**src/rtl/gnn_pkg.sv**
```systemverilog
// Shared GNN datapath types: edge word layout and feeder state encoding.
package gnn_pkg;

  localparam int EDGE_W = 24;
  localparam int NODE_W = 12;

  typedef enum logic [1:0] {
    ST_IDLE  = 2'b00,
    ST_FETCH = 2'b01,
    ST_DRAIN = 2'b10
  } feed_state_e;

  // Edge word is {src, dst}; the scheduler slices it the same way.
  function automatic logic [NODE_W-1:0] edge_src(input logic [EDGE_W-1:0] e);
    return e[EDGE_W-1:NODE_W];
  endfunction

  function automatic logic [NODE_W-1:0] edge_dst(input logic [EDGE_W-1:0] e);
    return e[NODE_W-1:0];
  endfunction

endpackage

```
**src/rtl/edge_feeder_if.sv**
```systemverilog
// Edge-memory read port plus the scheduler-facing FIFO head (Task = ~empty).
interface edge_feeder_if #(
  parameter int EADDR_W = 5,
  parameter int DEPTH   = 16
);
  import gnn_pkg::*;

  logic                    mem_rd_en;
  logic [EADDR_W-1:0]      mem_addr;
  logic [EDGE_W-1:0]       mem_rdata;
  logic [EDGE_W-1:0]       edg;
  logic                    empty;
  logic                    pop;
  logic [$clog2(DEPTH):0]  level;

  modport master (
    output mem_rd_en, mem_addr, edg, empty, level,
    input  mem_rdata, pop
  );

  modport slave (
    input  mem_rd_en, mem_addr, edg, empty, level,
    output mem_rdata, pop
  );

endinterface

```
**src/rtl/edge_fifo.sv**
```systemverilog
// First-word-fall-through FIFO of edge words; head is always visible on o_dout.
module edge_fifo
  import gnn_pkg::*;
#(
  parameter int DEPTH = 16
) (
  input  logic                     i_clk,
  input  logic                     i_rst_n,
  input  logic                     i_wr_en,
  input  logic [EDGE_W-1:0]        i_din,
  input  logic                     i_rd_en,
  output logic [EDGE_W-1:0]        o_dout,
  output logic                     o_empty,
  output logic [$clog2(DEPTH):0]   o_level
);

  localparam int AW = $clog2(DEPTH);

  logic [EDGE_W-1:0] r_mem [DEPTH];
  logic [AW-1:0]     r_wr_ptr;
  logic [AW-1:0]     r_rd_ptr;
  logic [AW:0]       r_level;
  logic              w_rd;

  // Popping an empty FIFO is a no-op so the head and pointers stay put.
  assign w_rd = i_rd_en && (r_level != '0);

  always_ff @(posedge i_clk or negedge i_rst_n) begin
    if (!i_rst_n) begin
      r_wr_ptr <= '0;
      r_rd_ptr <= '0;
      r_level  <= '0;
      for (int i = 0; i < DEPTH; i++) r_mem[i] <= '0;
    end else begin
      if (i_wr_en) begin
        r_mem[r_wr_ptr] <= i_din;
        r_wr_ptr        <= r_wr_ptr + AW'(1);
      end
      if (w_rd) r_rd_ptr <= r_rd_ptr + AW'(1);
      case ({i_wr_en, w_rd})
        2'b10:   r_level <= r_level + (AW+1)'(1);
        2'b01:   r_level <= r_level - (AW+1)'(1);
        default: r_level <= r_level;
      endcase
    end
  end

  assign o_dout  = r_mem[r_rd_ptr];
  assign o_empty = (r_level == '0);
  assign o_level = r_level;

endmodule

```
**src/rtl/edge_feeder.sv**
```systemverilog
// Streams a contiguous edge list from edge memory into the scheduler FIFO.
// state | meaning
// IDLE  | waiting for start; zero-length start just pulses done
// FETCH | issuing reads while FIFO space (level + inflight) allows
// DRAIN | all reads issued; wait for last return and FIFO empty
module edge_feeder
  import gnn_pkg::*;
#(
  parameter int EADDR_W = 5,
  parameter int DEPTH   = 16
) (
  input  logic                i_clk,
  input  logic                i_rst_n,
  input  logic                i_start,
  input  logic [EADDR_W-1:0]  i_base_addr,
  input  logic [EADDR_W:0]    i_num_edges,
  output logic                o_busy,
  output logic                o_done,
  edge_feeder_if.master       bus
);

  localparam int LVL_W = $clog2(DEPTH) + 1;
  localparam int CNT_W = EADDR_W + 1;

  feed_state_e         r_state;
  feed_state_e         w_state_nxt;
  logic [EADDR_W-1:0]  r_base;
  logic [CNT_W-1:0]    r_num;
  logic [CNT_W-1:0]    r_issued;
  logic [CNT_W-1:0]    w_issued_nxt;
  logic                r_inflight;
  logic                r_done;
  logic                w_done_nxt;
  logic                w_room;
  logic                w_rd_en;
  logic                w_fifo_empty;
  logic [LVL_W-1:0]    w_fifo_level;
  logic [EDGE_W-1:0]   w_fifo_dout;

  // Reserve a slot for the read still in flight so a return never overflows.
  assign w_room       = (w_fifo_level + LVL_W'(r_inflight)) < LVL_W'(DEPTH);
  assign w_rd_en      = (r_state == ST_FETCH) && (r_issued < r_num) && w_room;
  assign w_issued_nxt = r_issued + CNT_W'(w_rd_en);

  always_comb begin
    w_state_nxt = r_state;
    w_done_nxt  = 1'b0;
    case (r_state)
      ST_IDLE: begin
        if (i_start) begin
          if (i_num_edges == '0) w_done_nxt  = 1'b1;
          else                   w_state_nxt = ST_FETCH;
        end
      end
      ST_FETCH: begin
        if (w_issued_nxt == r_num) w_state_nxt = ST_DRAIN;
      end
      ST_DRAIN: begin
        if (!r_inflight && w_fifo_empty) begin
          w_done_nxt  = 1'b1;
          w_state_nxt = ST_IDLE;
        end
      end
      default: w_state_nxt = ST_IDLE;
    endcase
  end

  always_ff @(posedge i_clk or negedge i_rst_n) begin
    if (!i_rst_n) begin
      r_state    <= ST_IDLE;
      r_base     <= '0;
      r_num      <= '0;
      r_issued   <= '0;
      r_inflight <= 1'b0;
      r_done     <= 1'b0;
    end else begin
      r_state    <= w_state_nxt;
      r_done     <= w_done_nxt;
      r_inflight <= w_rd_en;
      if ((r_state == ST_IDLE) && i_start) begin
        r_base   <= i_base_addr;
        r_num    <= i_num_edges;
        r_issued <= '0;
      end else begin
        r_issued <= w_issued_nxt;
      end
    end
  end

  edge_fifo #(
    .DEPTH (DEPTH)
  ) u_fifo (
    .i_clk   (i_clk),
    .i_rst_n (i_rst_n),
    .i_wr_en (r_inflight),
    .i_din   (bus.mem_rdata),
    .i_rd_en (bus.pop),
    .o_dout  (w_fifo_dout),
    .o_empty (w_fifo_empty),
    .o_level (w_fifo_level)
  );

  assign bus.mem_rd_en = w_rd_en;
  assign bus.mem_addr  = r_base + r_issued[EADDR_W-1:0];
  assign bus.edg       = w_fifo_dout;
  assign bus.empty     = w_fifo_empty;
  assign bus.level     = w_fifo_level;
  assign o_busy        = (r_state == ST_FETCH) || (r_state == ST_DRAIN);
  assign o_done        = r_done;

endmodule
```
**src/flat_wrapper.sv**
```systemverilog
// flat-port wrapper written by rule: the top's interface ports become plain ports
module edge_feeder_flat import gnn_pkg::*;
#(
  parameter int EADDR_W = 5,
  parameter int DEPTH   = 16
)
  (i_clk, i_rst_n, i_start, i_base_addr, i_num_edges, o_busy, o_done, bus_mem_rd_en, bus_mem_addr, bus_edg, bus_empty, bus_level, bus_mem_rdata, bus_pop);
  edge_feeder_if #(.EADDR_W(EADDR_W), .DEPTH(DEPTH)) bus_i ();
  input  logic i_clk;
  input  logic i_rst_n;
  input  logic i_start;
  input  logic [EADDR_W-1:0] i_base_addr;
  input  logic [EADDR_W:0] i_num_edges;
  output logic o_busy;
  output logic o_done;
  output wire logic [$bits(bus_i.mem_rd_en)-1:0] bus_mem_rd_en;
  output wire logic [$bits(bus_i.mem_addr)-1:0] bus_mem_addr;
  output wire logic [$bits(bus_i.edg)-1:0] bus_edg;
  output wire logic [$bits(bus_i.empty)-1:0] bus_empty;
  output wire logic [$bits(bus_i.level)-1:0] bus_level;
  input wire logic [$bits(bus_i.mem_rdata)-1:0] bus_mem_rdata;
  input wire logic [$bits(bus_i.pop)-1:0] bus_pop;
  assign bus_mem_rd_en = bus_i.mem_rd_en;
  assign bus_mem_addr = bus_i.mem_addr;
  assign bus_edg = bus_i.edg;
  assign bus_empty = bus_i.empty;
  assign bus_level = bus_i.level;
  assign bus_i.mem_rdata = bus_mem_rdata;
  assign bus_i.pop = bus_pop;
  edge_feeder #(.EADDR_W(EADDR_W), .DEPTH(DEPTH)) u_core (.i_clk(i_clk), .i_rst_n(i_rst_n), .i_start(i_start), .i_base_addr(i_base_addr), .i_num_edges(i_num_edges), .o_busy(o_busy), .o_done(o_done), .bus(bus_i));
endmodule
```
**config.mk**
```make
export PLATFORM = sky130hd
export DESIGN_NAME = edge_feeder_flat
export DESIGN_NICKNAME = d
export VERILOG_FILES = /design/src/rtl/gnn_pkg.sv /design/src/rtl/edge_feeder_if.sv /design/src/rtl/edge_fifo.sv /design/src/rtl/edge_feeder.sv /design/src/flat_wrapper.sv
export SDC_FILE = /design/constraint.sdc
export NUM_CORES = 1
export LEC_CHECK = 0
export BUFFER_PORTS_ARGS = -buffer_cell sky130_fd_sc_hd__buf_2
export CORE_MARGIN = 10
export CORE_UTILIZATION = 31
export CTS_BUF_LIST = sky130_fd_sc_hd__clkbuf_16
export CTS_CLUSTER_DIAMETER = 50
export DETAILED_ROUTE_END_ITERATION = 12
export PLACE_DENSITY = 0.55
export SYNTH_ARGS = -nofsm -noshare
export SYNTH_HDL_FRONTEND = slang
export SYNTH_SLANG_ARGS = --single-unit
export TNS_END_PERCENT = 20
```
**constraint.sdc**
```tcl
create_clock -name i_clk -period 2.9 [get_ports i_clk]
set_clock_uncertainty 0.1 [all_clocks]
set_input_delay 0.58 -clock i_clk [delete_from_list [all_inputs] [get_ports i_clk]]
set_output_delay 0.58 -clock i_clk [all_outputs]
set_load 0.02 [all_outputs]
```
==> flow_summary.ini, run 1 <==
[yosys]
dominantRegCellSynth = dfrtp_1
synth_top_area_frac = 0.543
synth_nets = 1273
ys_top_cells_by_area = dfrtp_1 (54%), mux2_2 (22%), mux4_2 (14%)
syn_area_um2 = 19300
synth_edf_count = 0
yosys.cell_types.count = 40
yosysSeqAreaShare = 0.543
synth_seq_cells = 418
avgSynthCellArea_um2 = 15.9
synthArstFlopShare = 1.00
synth_area_leader_cell = dfrtp_1
syn_inst = 1208
yosys_warnings = 0

[grt]
antenna_found_initial = 3
grt-ovfl-total = 0
grt_pass1_wl_um = 75600
grt_use_total = 0.134
first_global_vias = 11839
grt_max_degree = 77

[clock_network]
path_clk_slew_ns = 0.05
numClockSinks = 418
h-tree-depth = 2
cts_tree = yes
insertion_delay_ns = 0.60
clockRootBuffer = clkbuf_16
cts_buffer_depth = 3
cts_made_buffers = 52

[sta]
clock.fmax_ghz = 0.302
holdWs_ns = 0.0874
rsz0062_at_grt = yes
setup_violations = 28
tns_ns = -9.45
period_share = 1.14
period_needed_ns = 3.31
worst_slew_pin_slew_ns = 0.692
slew_violations = 0
slew_headroom = 0.538
layout_setup_ws_ns = -0.413
finalHoldViolations = 0

[worst_setup_path]
critPathMaxFanout = 9
critPathLaunchType = flip-flop
crit_arrival_ns = 2.63
cp_common_cell = mux4_2
cpPeakStageDelay_ns = 0.52
critPathKind = reg2out
cp-end-kind = output pin
cp_slowest_cell = mux4_2
required_ns = 2.22
path_cells = buf_12 > buf_16 > mux4_2 > mux4_2 > buf_2
r2r_cells = 13

[final_layout]
nNetsFinal = 1389
layout-drive-gt1-share = 0.545
stdcell_count = 2206
layout_commonest_cell = dfrtp_1
syn_to_final_growth_pct = 19.9
fin_util = 0.375
most-common-layout-cells = dfrtp_1 (414), mux2_2 (370), mux4_2 (120)

[floorplan]
dieArea_um2 = 72500
start_util = 0.313
chipWidth_um = 269
core_um2 = 61600
io_pins = 77
placementRows = 91
die_h_um = 269

[job]
max_cap_viol_count = 0

[power]
power.leakage_nw = 9.78
design_power_total_mw = 25.5
ir_worst_vdd_mv = 0.511
power.density_nw_per_um2 = 1100

[outcome]
violations = setup timing
status = finished, violations left

[hold_path]
holdCritPathClass = in2reg
hold_path_depth = 3

[detailed_routing]
viasPerCell = 4.93
drc = 0
vias = 10868
wl_um = 48800
drt_iter0_drc = 606
wl_per_cell_um = 22.1
dr.pass1.iters = 4
postRouteAntennaNets = 0

[place]
dp_cells = 2095
place.port_buffers = 76
gp_congestion = 0.749
dp_hpwl_um = 29500
kinds of logic (layout without fill, tap and decap cells):
kind of cell,after synthesis,count (layout),share of synthesized area
AOI/OAI and AO/OA,31,31,0.0102
buffers and inverters,115,275,0.0266
DFF,418,418,0.543
adders and majority gates,26,26,0.0177
xor gates and xnor gates,26,26,0.0140
muxes,507,507,0.366
other,0,1,0
and+or+nand+nor,85,85,0.0221
sequential cells by signal, summed over array words and instances (netlist names):
name	flops
u_core.r_inflight	1
u_core.u_fifo.r_mem	384
u_core.r_base	5
u_core.r_num	6
u_core.u_fifo.r_wr_ptr	4
u_core.u_fifo.r_rd_ptr	4
u_core.o_done	1
u_core.r_issued	6
u_core.r_state	2
u_core.u_fifo.o_level	5
routing by layer:
metal | global-route usage | vias to the layer above | part of all wire
met5 | 0 | - | 0
li1 | - | 4724 | -
met2 | 0.210 | 177 | 0.46
met4 | 0.0355 | 0 | 0.019
met3 | 0.0242 | 69 | 0.041
met1 | 0.188 | 5898 | 0.48
what timing repair did:
action / in CTS / in global routing
endpoints found under the setup margin: 28 / 29
endpoints found under the hold margin: 57 / 0
hold buffers: 1 / 0
gates cloned: 1 / 5
setup buffers: 5 / 0
pin swaps: 2 / 1
gates resized for setup: 9 / 36
final cells by class:
cell class,count,area [um2]
Sequential cell,418,10500
Timing Repair Buffer,157,1470
Tap cell,837,1050
Fill cell,5767,38500
Multi-Input combinational cell,675,8410
Clock inverter,45,305
Inverter,20,75.1
Antenna cell,1,2.50
Clock buffer,53,1330
worst max-delay path: cells and delay by family (launching register included):
kind                   cells  cell delay [ns]
muxes                      2             1.03
buffers and inverters      3             0.53
DFF                        1             0.46
power breakdown:
| part | switching (mW) | internal (mW) |
|---|---|---|
| clock | 2.60 | 3.50 |
| sequential | 1.15 | 7.89 |
| combinational | 4.51 | 5.82 |
cells in the mapped netlist, types with 4 or more instances:
cell type	number
nand2_1	34
inv_1	20
dfrtp_1	418
a21o_1	5
buf_2	32
nor3_2	4
xnor2_1	13
o21ai_0	13
a21oi_1	4
nand4_1	7
clkbuf_1	55
buf_1	4
mux2_2	370
mux4_2	120
ha_1	24
nor2_1	8
mux2_1	15
xor2_1	10
nor2b_1	6
nand3_1	12
metrics by stage:
step,setup WS (ns),instance area (um2)
6_report,-0.413,23100
4_1_cts,-0.476,22900
3_3_place_gp,-0.0166,21100
2_1_floorplan,-0.00215,19300
5_1_grt,-0.484,23100
3_5_place_dp,-0.0473,21100
worst paths after layout:
path                                                start  slack [ns]                       end
worst min register to register   u_core.u_fifo.r_mem[373]        0.38  u_core.u_fifo.r_mem[373]
worst max-delay path            u_core.u_fifo.r_rd_ptr[0]       -0.41               bus_edg[19]
min in group asynchronous                         i_rst_n        0.45   u_core.u_fifo.r_mem[27]
worst max register to register            u_core.r_num[1]       -0.03         u_core.r_state[0]
max in group asynchronous                         i_rst_n        1.43  u_core.u_fifo.r_mem[301]
worst min-delay path                       i_base_addr[2]        0.09          u_core.r_base[2]
Power figures use the tool's default switching activity.
==> run 2, diff against run 1 <==
- CORE_UTILIZATION: 31 -> 50
- PLACE_DENSITY: 0.55 -> 0.77
==> run 2 against run 1 <==
  * The run still ends with setup timing left
  * Fmax rose by 1.3%
  * Register-to-register slack improved by 0.03 ns
  * Global-route usage grew 5.3 points
  * Critical path depth unchanged
  * Die area down 35%
  * Largest cell class unchanged
  * Largest power group unchanged
  * Highest routed layer is now met5
==> flow_summary.ini, run 2 (same netlist as run 1, synthesis figures left out) <==
[outcome]
status = finished, violations left
violations = setup timing

[worst_setup_path]
critPathKind = reg2out
cp_slowest_cell = mux4_2
cpPeakStageDelay_ns = 0.53
cp-end-kind = output pin
r2r_start = u_core.r_issued[1]
critPathLaunchType = flip-flop
required_ns = 2.22
path_cells = buf_4 > buf_4 > mux4_2 > mux4_2 > buf_2
path_buf_inv = 3
crit_arrival_ns = 2.59
critPathMaxFanout = 8
critical_path.startpoint = u_core.u_fifo.r_rd_ptr[0]
path_delay_family = multiplexers

[clock_network]
numClockSinks = 418
path_clk_slew_ns = 0.06
cts_buffer_depth = 3
clockRootBuffer = clkbuf_16
h-tree-depth = 2
cts_tree = yes
cts_made_buffers = 45
insertion_delay_ns = 0.55

[sta]
period_needed_ns = 3.27
worst_slew_pin_slew_ns = 0.747
tns_ns = -7.41
setup_violations = 24
rsz0062_at_grt = yes
clock.fmax_ghz = 0.306
slew_headroom = 0.500
finalHoldViolations = 0
slew_violations = 0
layout_setup_ws_ns = -0.369
period_share = 1.13

[final_layout]
largest_reg_flops = 384
nNetsFinal = 1375
layout_commonest_cell = dfrtp_1
regMostFlops = u_core.u_fifo.r_mem
top_regs = u_core.u_fifo.r_mem x384, u_core.r_issued x6, u_core.r_num x6
stdcell_count = 1857
most-common-layout-cells = dfrtp_1 (415), mux2_2 (370), mux4_2 (120)
syn_to_final_growth_pct = 15.4
stdcell_area_um2 = 22200
fillers = 2937
layout-drive-gt1-share = 0.541

[floorplan]
chipWidth_um = 216
io_pins = 77
dieArea_um2 = 46800
core_um2 = 37800
start_util = 0.509
die_h_um = 216
placementRows = 71

[power]
power.density_nw_per_um2 = 1090
design_power_total_mw = 24.1
ir_worst_vdd_mv = 0.845
power.leakage_nw = 9.57

[detailed_routing]
postRouteAntennaNets = 0
dr.pass1.iters = 5
drc = 0
wl_per_cell_um = 23.2
vias = 10841
drt_iter0_drc = 718
viasPerCell = 5.84
wl_um = 43100

[grt]
grt_use_total = 0.187
grt_pass1_wl_um = 69200
grt_max_degree = 74
grt-ovfl-total = 0
antenna_found_initial = 2
first_global_vias = 11982

[place]
placed_cell_area_um2 = 20700
place.port_buffers = 76
dp_hpwl_um = 27000
gp_congestion = 0.776
dp_cells = 1767

[hold_path]
holdCritPathClass = in2reg
min_from = i_base_addr[4]

[job]
max_cap_viol_count = 0
-- run 2: cell types whose count changed in the layout (fill, tap and decap cells not counted), moves of 3 or more --
cell        delta
clkinv_1       -4
buf_2          +3
clkbuf_16     -11
buf_16         -3
clkinvlp_4     -3
-- run 2: metal layers --
| layer | global-route usage | share of wire | vias up | wire length, um |
|---|---|---|---|---|
| met5 | 0 | 0.00030 | - | 13 |
| met4 | 0.0433 | 0.017 | 2 | 711 |
| met3 | 0.0313 | 0.044 | 51 | 1910 |
| met2 | 0.310 | 0.50 | 202 | 21500 |
| met1 | 0.253 | 0.44 | 5878 | 18900 |
| li1 | - | - | 4708 | - |
-- run 2: final timing paths --
kind | end | slack (ns) | cells after the start
max reg2reg | u_core.r_state[0] | 0 | 12
min reg2reg | u_core.u_fifo.r_mem[346] | 0.38 | 1
min in group asynchronous | u_core.u_fifo.r_mem[198] | 0.53 | 2
min | u_core.r_base[4] | 0.12 | 3
max in group asynchronous | u_core.u_fifo.r_mem[234] | 1.42 | 3
max | bus_edg[18] | -0.37 | 5
-- run 2: metrics by stage --
step / worst slack, ns / hold slack [ns] / util
floorplan: -0.00215 / 0.184 / -
global placement: 0.0673 / 0.363 / 0.546
detailed placement: -0.0388 / 0.376 / 0.546
CTS: -0.388 / 0.100 / 0.586
global route: -0.439 / 0.122 / 0.587
finish: -0.369 / 0.116 / 0.587
-- run 2: layout make-up --
cell class | instances | area (um2) | area share
Sequential cell | 418 | 10500 | 0.471
Multi-Input combinational cell | 675 | 8400 | 0.378
Timing Repair Buffer | 150 | 1270 | 0.0573
Clock buffer | 47 | 1180 | 0.0529
Tap cell | 511 | 639 | 0.0288
Clock inverter | 35 | 188 | 0.00844
Inverter | 20 | 75.1 | 0.00338
Antenna cell | 1 | 2.50 | 0.000113
-- run 2: report_power, final --
group | total [mW] | internal [mW] | switching, mW
sequential | 9.05 | 7.89 | 1.16
combinational | 9.82 | 5.51 | 4.30
clock | 5.29 | 2.95 | 2.34
-- run 2: worst min-delay path: stages --
cell and delay, ns:
buf_2 0.07, nand2_1 0.04, nand2_1 0.05
-- run 2: repair_timing --
item	in CTS	in global routing
resized for setup	21	11
hold endpoints to repair	62	0
gates cloned	1	0
hold buffers	1	0
setup buffers	5	0
pin swaps	0	4
setup endpoints to repair	28	28
==> run 3, diff against run 2 <==
- CORE_UTILIZATION: 50 -> 55
- PLACE_DENSITY: 0.77 -> 0.83
==> run 3 against run 2 <==
  * The run still ends with setup timing left
  * Setup slack better by 0.015 ns
  * Total power is 5.2% higher
  * Register-to-register slack is essentially flat
  * Global-route usage up 2.0 points
  * Cell count is 3.0% lower
  * Clock-buffer cell count unchanged
  * Flip-flop and latch count did not move
  * Wire length rose by 5.4%
  * Die area shrank 8.3%
  * Sequential share of layout area decreased by 0.54 points
  * Largest power group unchanged
==> flow_summary.ini, run 3 (same netlist as run 1, synthesis figures left out) <==
[floorplan]
chipWidth_um = 207
die_h_um = 207
placementRows = 68
io_pins = 77
core_um2 = 34500
dieArea_um2 = 42900
start_util = 0.558

[outcome]
violations = setup timing
status = finished, violations left

[final_layout]
layout_commonest_cell = dfrtp_1
nNetsFinal = 1374
largest_reg_flops = 384
register_area_um2 = 10500
fillers = 2385
top_regs = u_core.u_fifo.r_mem x384, u_core.r_issued x6, u_core.r_num x6
stdcell_area_um2 = 22500
syn_to_final_growth_pct = 16.7
multi_input_area_um2 = 8400
stdcell_count = 1801
layout-drive-gt1-share = 0.543
regMostFlops = u_core.u_fifo.r_mem
most-common-layout-cells = dfrtp_1 (415), mux2_2 (370), mux4_2 (120)

[worst_setup_path]
cp_slowest_cell = mux4_2
path_delay_family = multiplexers
cpPeakStageDelay_ns = 0.53
cp-end-kind = output pin
crit_arrival_ns = 2.57
r2r_start = u_core.r_num[1]
critPathLaunchType = flip-flop
critical_path.startpoint = u_core.u_fifo.r_rd_ptr[0]
path_buf_inv = 3
critPathKind = reg2out
cp_common_cell = mux4_2
path_cells = buf_12 > buf_6 > mux4_2 > mux4_2 > buf_2
required_ns = 2.22
critPathMaxFanout = 7

[detailed_routing]
vias = 11019
dr.pass1.iters = 7
drc = 0
drt_iter0_drc = 812
viasPerCell = 6.12
wl_um = 45400
wl_per_cell_um = 25.2
postRouteAntennaNets = 0

[sta]
slew_headroom = 0.561
tns_ns = -7.75
period_share = 1.12
slew_violations = 0
layout_setup_ws_ns = -0.354
finalHoldViolations = 0
setup_violations = 25
worst_slew_pin_slew_ns = 0.656
clock.fmax_ghz = 0.307
rsz0062_at_grt = yes
period_needed_ns = 3.25

[place]
gp_congestion = 0.810
dp_hpwl_um = 26700
pre_cts_slack_ns = -0.0435
dp_cells = 1704
placed_cell_area_um2 = 20500
place.port_buffers = 76

[clock_network]
cts_made_buffers = 46
clockRootBuffer = clkbuf_16
cts_buffer_depth = 3
path_clk_slew_ns = 0.06
numClockSinks = 418
insertion_delay_ns = 0.56
cts_tree = yes
h-tree-depth = 2

[hold_path]
min_from = i_base_addr[0]
holdCritPathClass = in2reg

[job]
max_cap_viol_count = 0

[grt]
grt_max_degree = 81
grt_use_total = 0.206
antenna_found_initial = 1
grt-ovfl-total = 0
first_global_vias = 12225
grt_pass1_wl_um = 71100

[power]
ir_worst_vdd_mv = 0.925
power.density_nw_per_um2 = 1130
power.leakage_nw = 9.70
[run 3: cell types whose count changed in the layout (fill, tap and decap cells not counted), sizes merged]
cell | before | now
buf | 149 | 142
bufinv | 0 | 8
clkbuf | 47 | 52
clkinv | 20 | 15
clkinvlp | 2 | 3
inv | 33 | 31
[run 3: final timing paths]
check,endpoint,slack (ns),cells past startpoint
min,u_core.r_base[0],0.12,3
min reg2reg,u_core.r_base[3],0.38,2
max,bus_edg[23],-0.35,5
max in group asynchronous,u_core.u_fifo.r_mem[60],1.43,3
min in group asynchronous,u_core.u_fifo.r_mem[267],0.48,2
max reg2reg,u_core.r_state[1],0.01,13
[run 3: where the power goes]
part | switching, mW | total, mW | leakage [nW] | internal, mW
Combinational | 4.46 | 10.2 | 3.91 | 5.72
Sequential | 1.26 | 9.15 | 5.00 | 7.89
Clock | 2.41 | 6.08 | 0.793 | 3.67
Total | 8.13 | 25.4 | 9.70 | 17.3
[run 3: layout make-up]
cell class	count	share of cell area
flip-flops and latches	418	0.466
repair buffers	148	0.0619
clock inverters	37	0.0176
clock buffers	47	0.0523
inverters	20	0.00334
well taps	455	0.0253
diodes	1	0.000111
multi-input cells	675	0.374
[run 3: timing repair]
action	CTS	global route
pin swaps	4	1
hold buffers	1	0
endpoints found under the hold margin	53	0
cloned	4	5
buffers inserted	2	0
gates resized for setup	27	5
setup endpoints to repair	28	28
[run 3: worst min-delay path, cell delays in order]
cell     delay [ns]
buf_2          0.07
nand2_1        0.04
nand2_1        0.04
[run 3: routing by layer]
layer / vias up / global-route usage / part of all wire
met4: 0 / 0.0517 / 0.015
met2: 259 / 0.352 / 0.52
met5: - / 0 / 0
met3: 55 / 0.0396 / 0.047
li1: 4706 / - / -
met1: 5999 / 0.266 / 0.42
[run 3: metrics by stage]
stage / util / hold slack, ns / power [mW]
6_report: 0.651 / 0.117 / 25.4
5_1_grt: 0.651 / 0.121 / 26.7
4_1_cts: 0.647 / 0.0969 / 25.3
3_5_place_dp: 0.594 / 0.375 / 18.5
3_3_place_gp: 0.594 / 0.362 / 18.1
2_1_floorplan: - / 0.184 / 15.8
